--- src/rtl/executer_p.sv ---
// executer_p: multi-cycle execute unit with byte/word register files, ALU, flags and memory handshake.
// ALU/LEA retire 2 clk after accept, LOAD/STORE 2 clk + wait states; cmdReady only in IDLE.
// Define EXECUTER_P_POSTINC_EN to post-increment the word register after LOAD/STORE.
module executer_p #(
   parameter int DATA_W = 8,
   parameter int ADDR_W = 16,
   parameter int NBREG  = 8,
   parameter int NWREG  = 4
) (
   input  logic                     clk,
   input  logic                     nReset,
   input  logic                     cmdValid,
   output logic                     cmdReady,
   input  logic [1:0]               cmdKind,
   input  logic                     aluM,
   input  logic [3:0]               aluOp,
   input  logic [$clog2(NBREG)-1:0] ra,
   input  logic [$clog2(NBREG)-1:0] rb,
   input  logic [$clog2(NBREG)-1:0] rd,
   input  logic [$clog2(NWREG)-1:0] ws,
   output logic                     memReq,
   output logic                     memWe,
   output logic [ADDR_W-1:0]        memAddr,
   output logic [DATA_W-1:0]        memWdata,
   input  logic                     memAck,
   input  logic [DATA_W-1:0]        memRdata,
   output logic                     done,
   output logic [7:0]               flagOut
);
   localparam int RB_W = $clog2(NBREG);
   localparam int WS_W = $clog2(NWREG);
   localparam int MSB  = DATA_W - 1;
   localparam int DW1  = DATA_W + 1;
   localparam logic [1:0] K_ALU = 2'd0, K_LOAD = 2'd1, K_STORE = 2'd2, K_LEA = 2'd3;

   typedef enum logic [1:0] {S_IDLE, S_EXEC, S_MEM, S_WB} state_t;

   state_t             state_q, state_d;
   logic [1:0]         kind_q;
   logic               m_q;
   logic [3:0]         op_q;
   logic [RB_W-1:0]    rd_q;
   logic [WS_W-1:0]    ws_q;
   logic [DATA_W-1:0]  a_q, b_q, rdat_q;
   logic [ADDR_W-1:0]  w_q;
   logic [3:0]         flg_q;   // {V,S,Z,C}
   logic               ie_q;
   logic [DATA_W-1:0]  regs_q  [NBREG];
   logic [ADDR_W-1:0]  wregs_q [NWREG];

   logic [DATA_W-1:0]  opb, alu_r;
   logic [DATA_W:0]    sum;
   logic               cin, sub, arith, alu_c, alu_v;
   logic               is_mem, is_store;

   always_comb begin
      opb = b_q; cin = 1'b0; sub = 1'b0; arith = 1'b0;
      if (!m_q) begin
         case (op_q)
            4'd0: arith = 1'b1;
            4'd1: begin arith = 1'b1; cin = flg_q[0]; end
            4'd2: begin arith = 1'b1; sub = 1'b1; end
            4'd3: begin arith = 1'b1; sub = 1'b1; cin = flg_q[0]; end
            4'd4: begin arith = 1'b1; opb = DATA_W'(1); end
            4'd5: begin arith = 1'b1; sub = 1'b1; opb = DATA_W'(1); end
            default: ;
         endcase
      end
      // The extra top bit is carry-out for adds and borrow for subtracts.
      sum = sub ? ({1'b0, a_q} - {1'b0, opb} - DW1'(cin))
                : ({1'b0, a_q} + {1'b0, opb} + DW1'(cin));
      alu_r = '0; alu_c = 1'b0; alu_v = 1'b0;
      if (arith) begin
         alu_r = sum[DATA_W-1:0];
         alu_c = sum[DATA_W];
         alu_v = sub ? ((a_q[MSB] != opb[MSB]) && (alu_r[MSB] != a_q[MSB]))
                     : ((a_q[MSB] == opb[MSB]) && (alu_r[MSB] != a_q[MSB]));
      end else if (!m_q) begin
         case (op_q)
            4'd6: begin alu_r = {a_q[DATA_W-2:0], 1'b0}; alu_c = a_q[MSB]; end
            4'd7: begin alu_r = {1'b0, a_q[DATA_W-1:1]}; alu_c = a_q[0]; end
            default: ;
         endcase
      end else begin
         case (op_q)
            4'd0: alu_r = a_q & b_q;
            4'd1: alu_r = a_q | b_q;
            4'd2: alu_r = a_q ^ b_q;
            4'd3: alu_r = ~a_q;
            4'd4: alu_r = b_q;
            default: ;
         endcase
      end
   end

   always_comb begin
      state_d = state_q;
      case (state_q)
         S_IDLE: if (cmdValid)
                    state_d = (cmdKind == K_LOAD || cmdKind == K_STORE) ? S_MEM : S_EXEC;
         S_EXEC: state_d = S_WB;
         S_MEM:  if (memAck) state_d = S_WB;
         S_WB:   state_d = S_IDLE;
         default: state_d = S_IDLE;
      endcase
   end

   always_ff @(posedge clk or negedge nReset) begin
      if (!nReset) state_q <= S_IDLE;
      else         state_q <= state_d;
   end

   assign is_mem   = (state_q == S_MEM);
   assign is_store = (kind_q == K_STORE);
   assign cmdReady = (state_q == S_IDLE);
   assign done     = (state_q == S_WB);
   assign memReq   = is_mem;
   assign memWe    = is_mem && is_store;
   assign memAddr  = is_mem ? (w_q + ADDR_W'(b_q)) : '0;
   assign memWdata = (is_mem && is_store) ? a_q : '0;
   assign flagOut  = {2'b00, ie_q, 1'b0, flg_q};

   always_ff @(posedge clk or negedge nReset) begin
      if (!nReset) begin
         kind_q <= '0; m_q <= 1'b0; op_q <= '0; rd_q <= '0; ws_q <= '0;
         a_q <= '0; b_q <= '0; w_q <= '0; rdat_q <= '0;
         flg_q <= '0; ie_q <= 1'b0;
         for (int i = 0; i < NBREG; i++) regs_q[i] <= '0;
         for (int i = 0; i < NWREG; i++) wregs_q[i] <= '0;
      end else begin
         if (cmdValid && cmdReady) begin
            kind_q <= cmdKind; m_q <= aluM; op_q <= aluOp; rd_q <= rd; ws_q <= ws;
            a_q <= regs_q[ra]; b_q <= regs_q[rb]; w_q <= wregs_q[ws];
         end
         if (is_mem && memAck) rdat_q <= memRdata;
         // Operands and flags stay stable from accept to WB, so the ALU result is taken here.
         if (state_q == S_WB) begin
            case (kind_q)
               K_ALU: begin
                  regs_q[rd_q] <= alu_r;
                  flg_q        <= {alu_v, alu_r[MSB], (alu_r == '0), alu_c};
               end
               K_LOAD: regs_q[rd_q] <= rdat_q;
               K_LEA:  wregs_q[ws_q] <= w_q + ADDR_W'($signed(a_q));
               default: ;
            endcase
`ifdef EXECUTER_P_POSTINC_EN
            if (kind_q == K_LOAD || kind_q == K_STORE) wregs_q[ws_q] <= w_q + ADDR_W'(1);
`endif
         end
      end
   end
endmodule

--- config.mk ---
export PLATFORM = sky130hd
export DESIGN_NAME = executer_p
export DESIGN_NICKNAME = d
export VERILOG_FILES = /design/src/rtl/executer_p.sv
export SDC_FILE = /design/constraint.sdc
export NUM_CORES = 1
export LEC_CHECK = 0
export CAP_MARGIN = 0
export CORE_MARGIN = 4
export CORE_UTILIZATION = 33
export CTS_CLUSTER_DIAMETER = 120
export CTS_CLUSTER_SIZE = 25
export DETAILED_ROUTE_END_ITERATION = 10
export GPL_ROUTABILITY_DRIVEN = 0
export PLACE_DENSITY = 0.58
export SYNTH_ARGS = -nofsm -noshare
export SYNTH_HDL_FRONTEND = slang
export SYNTH_SLANG_ARGS = --single-unit
--- constraint.sdc ---
create_clock -name clk -period 11 [get_ports clk]
set_input_delay 1.1 -clock clk [delete_from_list [all_inputs] [get_ports clk]]
set_output_delay 1.1 -clock clk [all_outputs]
set_load 0.03 [all_outputs]
==> flow_summary.yaml, run 1 <==
run_status:
  status: "complete, no violations"
worst_hold_path:
  hold_path.class: "flop to flop"
route:
  ant_nets: 0
  first_pass_iters: 5
  drc_errors: 0
  vias: 8382
  avgRoutedWirePerCell_um: 18.8
  vias_per_cell: 5.28
  drt_iter0_drc: 534
  routed_wl_um: 29800
synth:
  synthDistinctLibCells: 77
  synth-seq-cells: 186
  synth-edff-count: 0
  ys_seq_area_share_pct: 39.9
  yosys.area.top_type: "dfrtp_1"
  ys.flop_type: "dfrtp_1"
  async_reset_ff_share_pct: 100
  netlist_area_sq_um: 11700
  yosys-top-cells-area: "dfrtp_1 40%, mux2_2 10%, mux4_2 9.5%, ha_1 6.8%, nand2_1 4.6%"
  synthTopCellsByCount: "186 x dfrtp_1, 142 x nand2_1, 108 x mux2_2"
  synth_warnings: 1
  avgSynthCellArea_sq_um: 10.8
  syn_inst: 1083
  synth_top_area_share_pct: 39.9
  synth_most_common_cell: "dfrtp_1"
floorplan:
  start_util_pct: 33.6
  core_area_sq_um: 34700
  dieHeight_um: 196
  fp-row-count: 68
  dieWidth_um: 196
  io_pins: 66
  die-area_sq_um: 38500
run:
  maxCapViolCount: 0
clock_network:
  cts_resized: 0
  cts_tree: "built"
  cts.sinks: 186
  cts_buffers: 17
  clk_root_buffer_cell: "clkbuf_16"
  htreeDepth: 4
  clkSlewWorstSetupHoldPaths_ns: 0.07
  post_cts_buffers: 0
  cts_buffer_depth: 2
  cts-hold-fix-buffers: 0
  clkLatencyLatePin_ns: 0.44
worst_setup_path:
  arrival_ns: 3.63
  startpoint_type: "flop"
  slowest_stage: "clkdlybuf4s50_1"
  path_class: "flop to primary output"
  cp.required_ns: 9.90
  end_kind: "primary output"
  path_cells: "ha_1 > fa_1 > a21o_1 > a21oi_1 > o21bai_1 > a2111o_1 > nand4_1 > xnor2_1 > and2_1 > clkdlybuf4s50_1"
  crit_fanout: 6
  cpPeakStageDelay_ns: 0.67
timing:
  worst_slack_ns: 6.27
  max_freq_ghz: 0.211
  fin_worst_skew_ns: 0.0144
  relSlewSlack_pct: 27.1
  rsz0062_at_grt: "no"
  finalHoldViolCount: 0
  tightest_slew_ns: 1.09
  slew_viol_final: 0
  post-route-period-util_pct: 43.0
  setup_tns_ns: 0
  min_period_ns: 4.73
  setup_viol: 0
grt:
  track_usage_pct: 15.6
  overflow: 0
  grt_max_degree: 119
  grt_pass1_vias: 8414
  grt_pass1_wl_um: 47500
  antenna_found_initial: 1
layout:
  register_area_sq_um: 4650
  multi_input_area_sq_um: 6610
  final_nets: 1218
  fillers: 3414
  design_area_sq_um: 13300
  drive_gt1_share_pct: 19.6
  diodes: 0
  area_growth_pct: 14.2
placement:
  dp_hpwl_um: 20900
  dpl_cell_area_sq_um: 12700
  post-place-ws_ns: 6.70
  port_buffers: 61
pwr:
  p_leak_uw: 0.00598
  p_per_area_nw_per_um2: 266
  peakVddDrop_mv: 0.112
==> worst max-delay path, delay by kind of cell, from the launching register on <==
family / cells / cell delay (ns)
AO/OA/AOI/OAI: 4 / 1.02
XOR/XNOR: 1 / 0.11
adder cells (fa/ha/maj): 2 / 0.66
buffers and inverters: 1 / 0.67
flip-flops: 1 / 0.44
AND/OR/NAND/NOR: 2 / 0.29
==> metrics by stage <==
step	hold WS (ns)	util (%)	cells	total power [uW]
3_5_place_dp	0.459	36.6	1555	2870
6_report	0.472	38.4	1587	3550
5_1_grt	0.495	38.4	1587	3810
4_1_cts	0.475	38.4	1587	3560
2_1_floorplan	0.440	-	1086	2390
3_3_place_gp	0.457	36.6	1555	2840
==> path summary, 6_finish.rpt <==
check | start | endpoint | slack [ns] | cells past startpoint
worst max-delay path | b_q[0] | memAddr[10] | 6.27 | 10
worst min-delay path | wregs_q[10] | wregs_q[10] | 0.47 | 2
worst max register to register | m_q | regs_q[54] | 6.79 | 13
worst min register to register | wregs_q[10] | wregs_q[10] | 0.47 | 2
max in group asynchronous | nReset | regs_q[62] | 8.65 | 2
min in group asynchronous | nReset | regs_q[9] | 0.80 | 1
==> kinds of logic (layout without fill, tap and decap cells) <==
group,after synthesis,after routing,synth area share (%)
AO/OA/AOI/OAI,201,201,11.5
multiplexers,190,190,22.7
buffers and inverters,104,150,3.73
other,1,4,0.0321
adder cells (fa/ha/maj),69,69,7.78
AND/OR/NAND/NOR,301,301,12.1
flip-flops,186,186,39.9
XOR/XNOR,31,31,2.33
==> metal layers <==
| metal | vias up | wire (um) | GRT usage, % |
|---|---|---|---|
| met3 | 35 | 1160 | 2.73 |
| met5 | - | 13 | 0 |
| li1 | 3969 | - | - |
| met2 | 160 | 13700 | 24.9 |
| met4 | 2 | 503 | 4.32 |
| met1 | 4216 | 14400 | 22.0 |
==> sequential cells by signal, indices dropped and copies added, names as in the netlist <==
name     cells
rdat_q       8
op_q         4
a_q          8
w_q         16
ws_q         2
kind_q       2
wregs_q     64
flg_q        4
rd_q         3
m_q          1
b_q          8
state_q      2
regs_q      64
==> where the power goes <==
| part | switching, uW | internal (uW) |
|---|---|---|
| combinational | 944 | 744 |
| clock | 277 | 407 |
| sequential | 261 | 919 |
| total | 1480 | 2070 |
==> layout by cell type, fill, tap and decap left out, drive strengths merged, types with 5 or more instances in the layout <==
| master | instances |
|---|---|
| dfrtp | 186 |
| nand2 | 143 |
| mux2 | 108 |
| o21ai | 70 |
| ha | 63 |
| clkdlybuf4s50 | 60 |
| nor2 | 53 |
| inv | 53 |
| mux4 | 49 |
| a21oi | 44 |
| mux2i | 33 |
| and2 | 23 |
| xnor2 | 21 |
| clkbuf | 20 |
| nand3 | 13 |
| o31ai | 13 |
| nand2b | 11 |
| nor3 | 11 |
| xor2 | 10 |
| and3 | 9 |
| nor2b | 8 |
| buf | 8 |
| or3 | 7 |
| a22oi | 7 |
| o21bai | 6 |
| o211ai | 6 |
| fa | 6 |
| o21a | 6 |
| a31oi | 6 |
| a21o | 5 |
| nand4 | 5 |
| bufinv | 5 |
==> layout make-up <==
| cell class | count | share of cell area [%] |
|---|---|---|
| multi-input cells | 796 | 49.5 |
| flip-flops and latches | 186 | 34.9 |
| repair buffers | 69 | 5.06 |
| well taps | 455 | 4.27 |
| clock buffers | 19 | 3.25 |
| clock inverters | 13 | 1.60 |
| inverters | 49 | 1.38 |
Power figures use the tool's default switching activity.
==> run 2: changes to the inputs <==
--- a/config.mk
+++ b/config.mk
@@ -12,7 +12,7 @@
 export CTS_CLUSTER_SIZE = 25
 export DETAILED_ROUTE_END_ITERATION = 10
 export GPL_ROUTABILITY_DRIVEN = 0
-export PLACE_DENSITY = 0.58
+export PLACE_DENSITY = 0.6
 export SYNTH_ARGS = -nofsm -noshare
 export SYNTH_HDL_FRONTEND = slang
 export SYNTH_SLANG_ARGS = --single-unit
==> constraint.sdc (replaced) <==
create_clock -name clk -period 4.3 [get_ports clk]
set_input_delay 0.43 -clock clk [delete_from_list [all_inputs] [get_ports clk]]
set_output_delay 0.43 -clock clk [all_outputs]
set_load 0.03 [all_outputs]
==> run 2 against run 1 <==
Via count up 2.1%. Combinational power grew to 2.6 times the previous value. Clock power grew 140%. Clock-buffer cell count is 1 lower. Critical endpoint is now memAddr[14]. Die area stayed put. Flip-flop and latch count unchanged. Global-route usage up 0.43 points. Final cell count up 0.44%. Sequential share of layout area decreased by 0.11 points. Wire length grew 2.2%.
==> flow_summary.yaml, run 2 (synthesis results as in run 1) <==
clock_network:
  cts_tree: "built"
  cts-hold-fix-buffers: 0
  cts_buffer_depth: 2
  post_cts_buffers: 0
  cts.sinks: 186
  clk_root_buffer_cell: "clkbuf_16"
  clkLatencyLatePin_ns: 0.45
  clkSlewWorstSetupHoldPaths_ns: 0.07
  cts_buffers: 17
  htreeDepth: 4
grt:
  antenna_found_initial: 1
  grt.busiest_layer: "met2"
  grt_util_met2_pct: 26.1
  grtUsageMet3_pct: 2.71
  track_usage_pct: 16.0
  grt_max_degree: 118
  met1_usage_pct: 22.4
  grt_pass1_vias: 8534
  grt_pass1_wl_um: 48600
  overflow: 0
worst_setup_path:
  startpoint_type: "flop"
  path_class: "flop to primary output"
  end_kind: "primary output"
  crit_fanout: 6
  rr_worst_depth: 14
  cp.required_ns: 3.87
  rr_startpoint: "op_q[3]"
  regToRegSetupSlack_ns: 0.57
  r2r-end: "regs_q[7]"
  arrival_ns: 3.64
route:
  vias: 8560
  drt_iter0_drc: 706
  routed_wl_um: 30400
  drc_errors: 0
  ant_nets: 0
  vias_per_cell: 5.37
  avgRoutedWirePerCell_um: 19.1
  first_pass_iters: 5
timing:
  relSlewSlack_pct: 29.6
  tightest_slew_ns: 1.05
  finalHoldViolCount: 0
  max_freq_ghz: 0.246
  setup_viol: 0
  rsz0062_at_grt: "no"
  setup_tns_ns: 0
  slew_viol_final: 0
  post-route-period-util_pct: 94.7
  fin_worst_skew_ns: 0.0167
  min_period_ns: 4.07
placement:
  dp_hpwl_um: 22000
  port_buffers: 61
layout:
  final_cell_mix: "186 x dfrtp_1, 141 x nand2_1, 108 x mux2_2"
  final_util_pct: 38.5
  area_growth_pct: 14.6
  reg.largest.list: "regs_q: 64 flops, wregs_q: 64 flops, w_q: 16 flops"
  final_common_cell: "dfrtp_1"
  drive_gt1_share_pct: 20.2
  fillers: 3396
  diodes: 0
  final_nets: 1225
pwr:
  p_leak_uw: 0.00600
  combPwrFrac_pct: 49.1
  clock_power_share_pct: 18.2
  seqPwrFrac_pct: 32.7
  swShare_pct: 42.7
  p_int_uw: 5220
  p_per_area_nw_per_um2: 681
  peakVddDrop_mv: 0.365
  power.switching_uw: 3880
floorplan:
  fp-row-count: 68
  dieHeight_um: 196
  die-area_sq_um: 38500
  io_pins: 66
  dieWidth_um: 196
  start_util_pct: 33.6
  core_area_sq_um: 34700
run_status:
  status: "complete, no violations"
worst_hold_path:
  hold_path.class: "input port to asynchronous set/reset pin"
run:
  maxCapViolCount: 0
-- run 2: changes by cell type in the layout (fill, tap and decap cells not counted), moves of 2 or more --
cell	previous run	this run
inv_8	0	2
bufinv_16	5	3
clkinv_4	1	3
buf_4	8	14
-- run 2: worst max path at each step --
stage                     slack, ns     endpoint  cells past startpoint     from
after floorplan                0.64     flg_q[1]                     14      m_q
after global placement         0.64   regs_q[39]                     14  op_q[3]
after detailed placement       0.61   regs_q[39]                     14  op_q[3]
after CTS                      0.16  memAddr[11]                      9   b_q[1]
after global routing           0.07  memAddr[11]                      9   b_q[1]
final                          0.23  memAddr[14]                     10   b_q[0]
-- run 2: per-stage QoR --
| step | hold slack, ns | cell area (sq um) | setup slack, ns | cells | power, uW |
|---|---|---|---|---|---|
| after global placement | 0.453 | 12800 | 0.642 | 1562 | 7330 |
| after global routing | 0.209 | 13400 | 0.0730 | 1594 | 9780 |
| final | 0.141 | 13400 | 0.227 | 1594 | 9100 |
| after floorplan | 0.134 | 11700 | 0.641 | 1086 | 6110 |
| after detailed placement | 0.462 | 12800 | 0.607 | 1562 | 7420 |
| after CTS | 0.182 | 13400 | 0.164 | 1594 | 9110 |
-- run 2: timing repair --
| action | in CTS | in global routing |
|---|---|---|
| resized for setup | 0 | 1 |
| endpoints found under the hold margin | 0 | 0 |
| endpoints found under the setup margin | 0 | 2 |
-- run 2: worst max-delay path, cell delays in order, from the launching register on --
cell,delay [ns]
dfrtp_1,0.44
ha_1,0.25
fa_1,0.40
a21o_1,0.17
a21oi_1,0.21
o21bai_1,0.12
a2111o_1,0.53
nand4_1,0.16
xnor2_1,0.12
and2_1,0.13
clkdlybuf4s50_1,0.66
-- run 2: power groups by stage --
stage	sequential, uW	clock, uW	combinational (uW)
finish	2980	1660	4470
global route	3060	1770	4940
CTS	2970	1700	4440
detailed placement	3000	0	4420
global placement	2970	0	4370
floorplan	2760	0	3350
-- run 2: routing by layer --
metal,wire length [um],part of all wire [%]
met1,14100,46
met2,14500,48
met3,1340,4.4
met4,500,1.6
met5,8,0.026
-- run 2: area by class of cell --
cell class / instances / area [sq um] / share of cell area (%)
timing repair buffer: 76 / 739 / 5.53
sequential: 186 / 4650 / 34.8
clock inverter: 14 / 185 / 1.38
multi-input combinational: 796 / 6620 / 49.5
clock buffer: 18 / 429 / 3.21
tap: 455 / 569 / 4.26
inverter: 49 / 184 / 1.37
==> run 3: changes to the inputs <==
--- a/config.mk
+++ b/config.mk
@@ -6,13 +6,13 @@
 export NUM_CORES = 1
 export LEC_CHECK = 0
 export CAP_MARGIN = 0
-export CORE_MARGIN = 4
 export CORE_UTILIZATION = 33
 export CTS_CLUSTER_DIAMETER = 120
 export CTS_CLUSTER_SIZE = 25
 export DETAILED_ROUTE_END_ITERATION = 10
 export GPL_ROUTABILITY_DRIVEN = 0
 export PLACE_DENSITY = 0.6
+export SKIP_CTS_REPAIR_TIMING = 1
 export SYNTH_ARGS = -nofsm -noshare
 export SYNTH_HDL_FRONTEND = slang
 export SYNTH_SLANG_ARGS = --single-unit
==> constraint.sdc (replaced) <==
create_clock -name clk -period 4.3 [get_ports clk]
set_input_delay 0.645 -clock clk [delete_from_list [all_inputs] [get_ports clk]]
set_output_delay 0.645 -clock clk [all_outputs]
set_load 0.03 [all_outputs]
==> run 3 against run 2 <==
Register-to-register slack worse by 0.06 ns. Clock power is essentially flat. Clock skew is 0.0025 ns higher. Highest routed layer is now met4. Largest power group unchanged. Wire length down 2.6%. Utilization about the same. Via count down 1.9%. Critical path type unchanged. Die area is 6.0% lower.
==> flow_summary.yaml, run 3 (synthesis results as in run 1) <==
timing:
  worst_hold_slack_ns: 0.289
  min_period_ns: 4.08
  slew_viol_final: 0
  setup_viol: 0
  finalHoldViolCount: 0
  post-route-period-util_pct: 94.8
  max_freq_ghz: 0.245
  relSlewSlack_pct: 28.1
  fin_worst_skew_ns: 0.0192
  tightest_slew_ns: 1.07
  rsz0062_at_grt: "no"
route:
  first_pass_iters: 5
  ant_nets: 0
  routed_wl_um: 29600
  avgRoutedWirePerCell_um: 18.6
  drt_iter0_drc: 606
  vias: 8399
  drc_errors: 0
  vias_per_cell: 5.26
worst_setup_path:
  slowest_stage: "clkdlybuf4s50_1"
  startpoint_type: "flop"
  cp.required_ns: 3.65
  crit_fanout: 8
  path_cells: "ha_1 > a21o_1 > a21oi_1 > o21bai_1 > a2111o_1 > a31oi_4 > o21ai_0 > a21boi_0 > clkdlybuf4s50_1"
  path_class: "flop to primary output"
  cpPeakStageDelay_ns: 0.69
  end_kind: "primary output"
  arrival_ns: 3.43
floorplan:
  dieHeight_um: 190
  die-area_sq_um: 36100
  dieWidth_um: 190
  io_pins: 66
  start_util_pct: 33.6
  core_area_sq_um: 34700
  fp-row-count: 68
layout:
  area_growth_pct: 14.7
  final_common_cell: "dfrtp_1"
  design_area_sq_um: 13400
  drive_gt1_share_pct: 20.3
  final_cell_mix: "186 x dfrtp_1, 141 x nand2_1, 108 x mux2_2"
  reg.largest.list: "regs_q: 64 flops, wregs_q: 64 flops, w_q: 16 flops"
  final_nets: 1227
  diodes: 0
pwr:
  power.switching_uw: 3820
  seqPwrFrac_pct: 33.0
  p_leak_uw: 0.00608
  p_int_uw: 5220
  peakVddDrop_mv: 0.392
  swShare_pct: 42.3
  clock_power_share_pct: 18.2
  p_per_area_nw_per_um2: 675
  combPwrFrac_pct: 48.8
clock_network:
  clkSlewWorstSetupHoldPaths_ns: 0.07
  clk_root_buffer_cell: "clkbuf_16"
  cts_buffer_depth: 2
  htreeDepth: 4
  cts_buffers: 17
  cts.sinks: 186
  cts_tree: "built"
  clkLatencyLatePin_ns: 0.44
run:
  maxCapViolCount: 0
run_status:
  status: "complete, no violations"
grt:
  track_usage_pct: 17.3
  grt_pass1_vias: 8581
  overflow: 0
  antenna_found_initial: 0
  grt_pass1_wl_um: 48200
  grt_max_degree: 118
placement:
  dpl_cell_area_sq_um: 12800
  dp_hpwl_um: 21200
  port_buffers: 61
worst_hold_path:
  hold_path.class: "input port to asynchronous set/reset pin"
==> run 3: changes by cell type in the layout (fill, tap and decap cells not counted) <==
cell	before	now
clkdlybuf4s50_1	60	56
clkinvlp_4	2	4
clkinv_4	3	1
buf_12	1	0
dlymetal6s2s_1	0	4
clkinv_2	1	0
buf_4	14	17
inv_6	3	4
==> run 3: final timing paths <==
path	from	to	slack [ns]	cells after the start
worst min-delay path	nReset	regs_q[4]	0.29	1
worst max-delay path	b_q[1]	memAddr[13]	0.22	9
min in group clk	wregs_q[0]	wregs_q[0]	0.47	2
max in group asynchronous	nReset	b_q[4]	3.09	2
worst min register to register	wregs_q[0]	wregs_q[0]	0.47	2
worst max register to register	op_q[3]	regs_q[23]	0.51	14
==> run 3: area by class of cell <==
type	instances	area [sq um]
clock inverter	14	186
timing repair buffer	78	752
fill	3452	21300
clock buffer	18	429
sequential	186	4650
multi-input combinational	796	6620
inverter	49	184
tap	455	569
==> run 3: worst max-delay path, delay by kind of cell, from the launching register on <==
family / cells / cell delay (ns)
flops: 1 / 0.46
compound gates: 7 / 1.52
buf+inv: 1 / 0.69
fa+ha+maj: 1 / 0.32
==> run 3: per-stage QoR <==
stage	total power, uW	utilization (%)	setup WS [ns]	instances	TNS, ns
2_1_floorplan	6110	-	0.641	1086	0
3_3_place_gp	7300	36.7	0.477	1564	0
3_5_place_dp	7390	36.7	0.477	1564	0
4_1_cts	9080	38.5	-0.0134	1596	-0.0262
5_1_grt	9740	38.6	0.0139	1596	0
6_report	9040	38.6	0.222	1596	0
==> run 3: per-layer routing <==
layer | track usage [%] | wire length, um | vias up
li1 | - | - | 3984
met1 | 23.7 | 14100 | 4158
met2 | 27.9 | 13700 | 219
met3 | 2.73 | 1310 | 38
met4 | 5.68 | 593 | 0
met5 | 0 | 0 | -
==> run 3: power by group through the flow <==
stage          registers (uW)  logic [uW]  clock network, uW
2_1_floorplan            2760        3350                  0
3_3_place_gp             2970        4330                  0
3_5_place_dp             3000        4390                  0
4_1_cts                  2980        4410               1700
5_1_grt                  3070        4910               1760
6_report                 2980        4410               1650
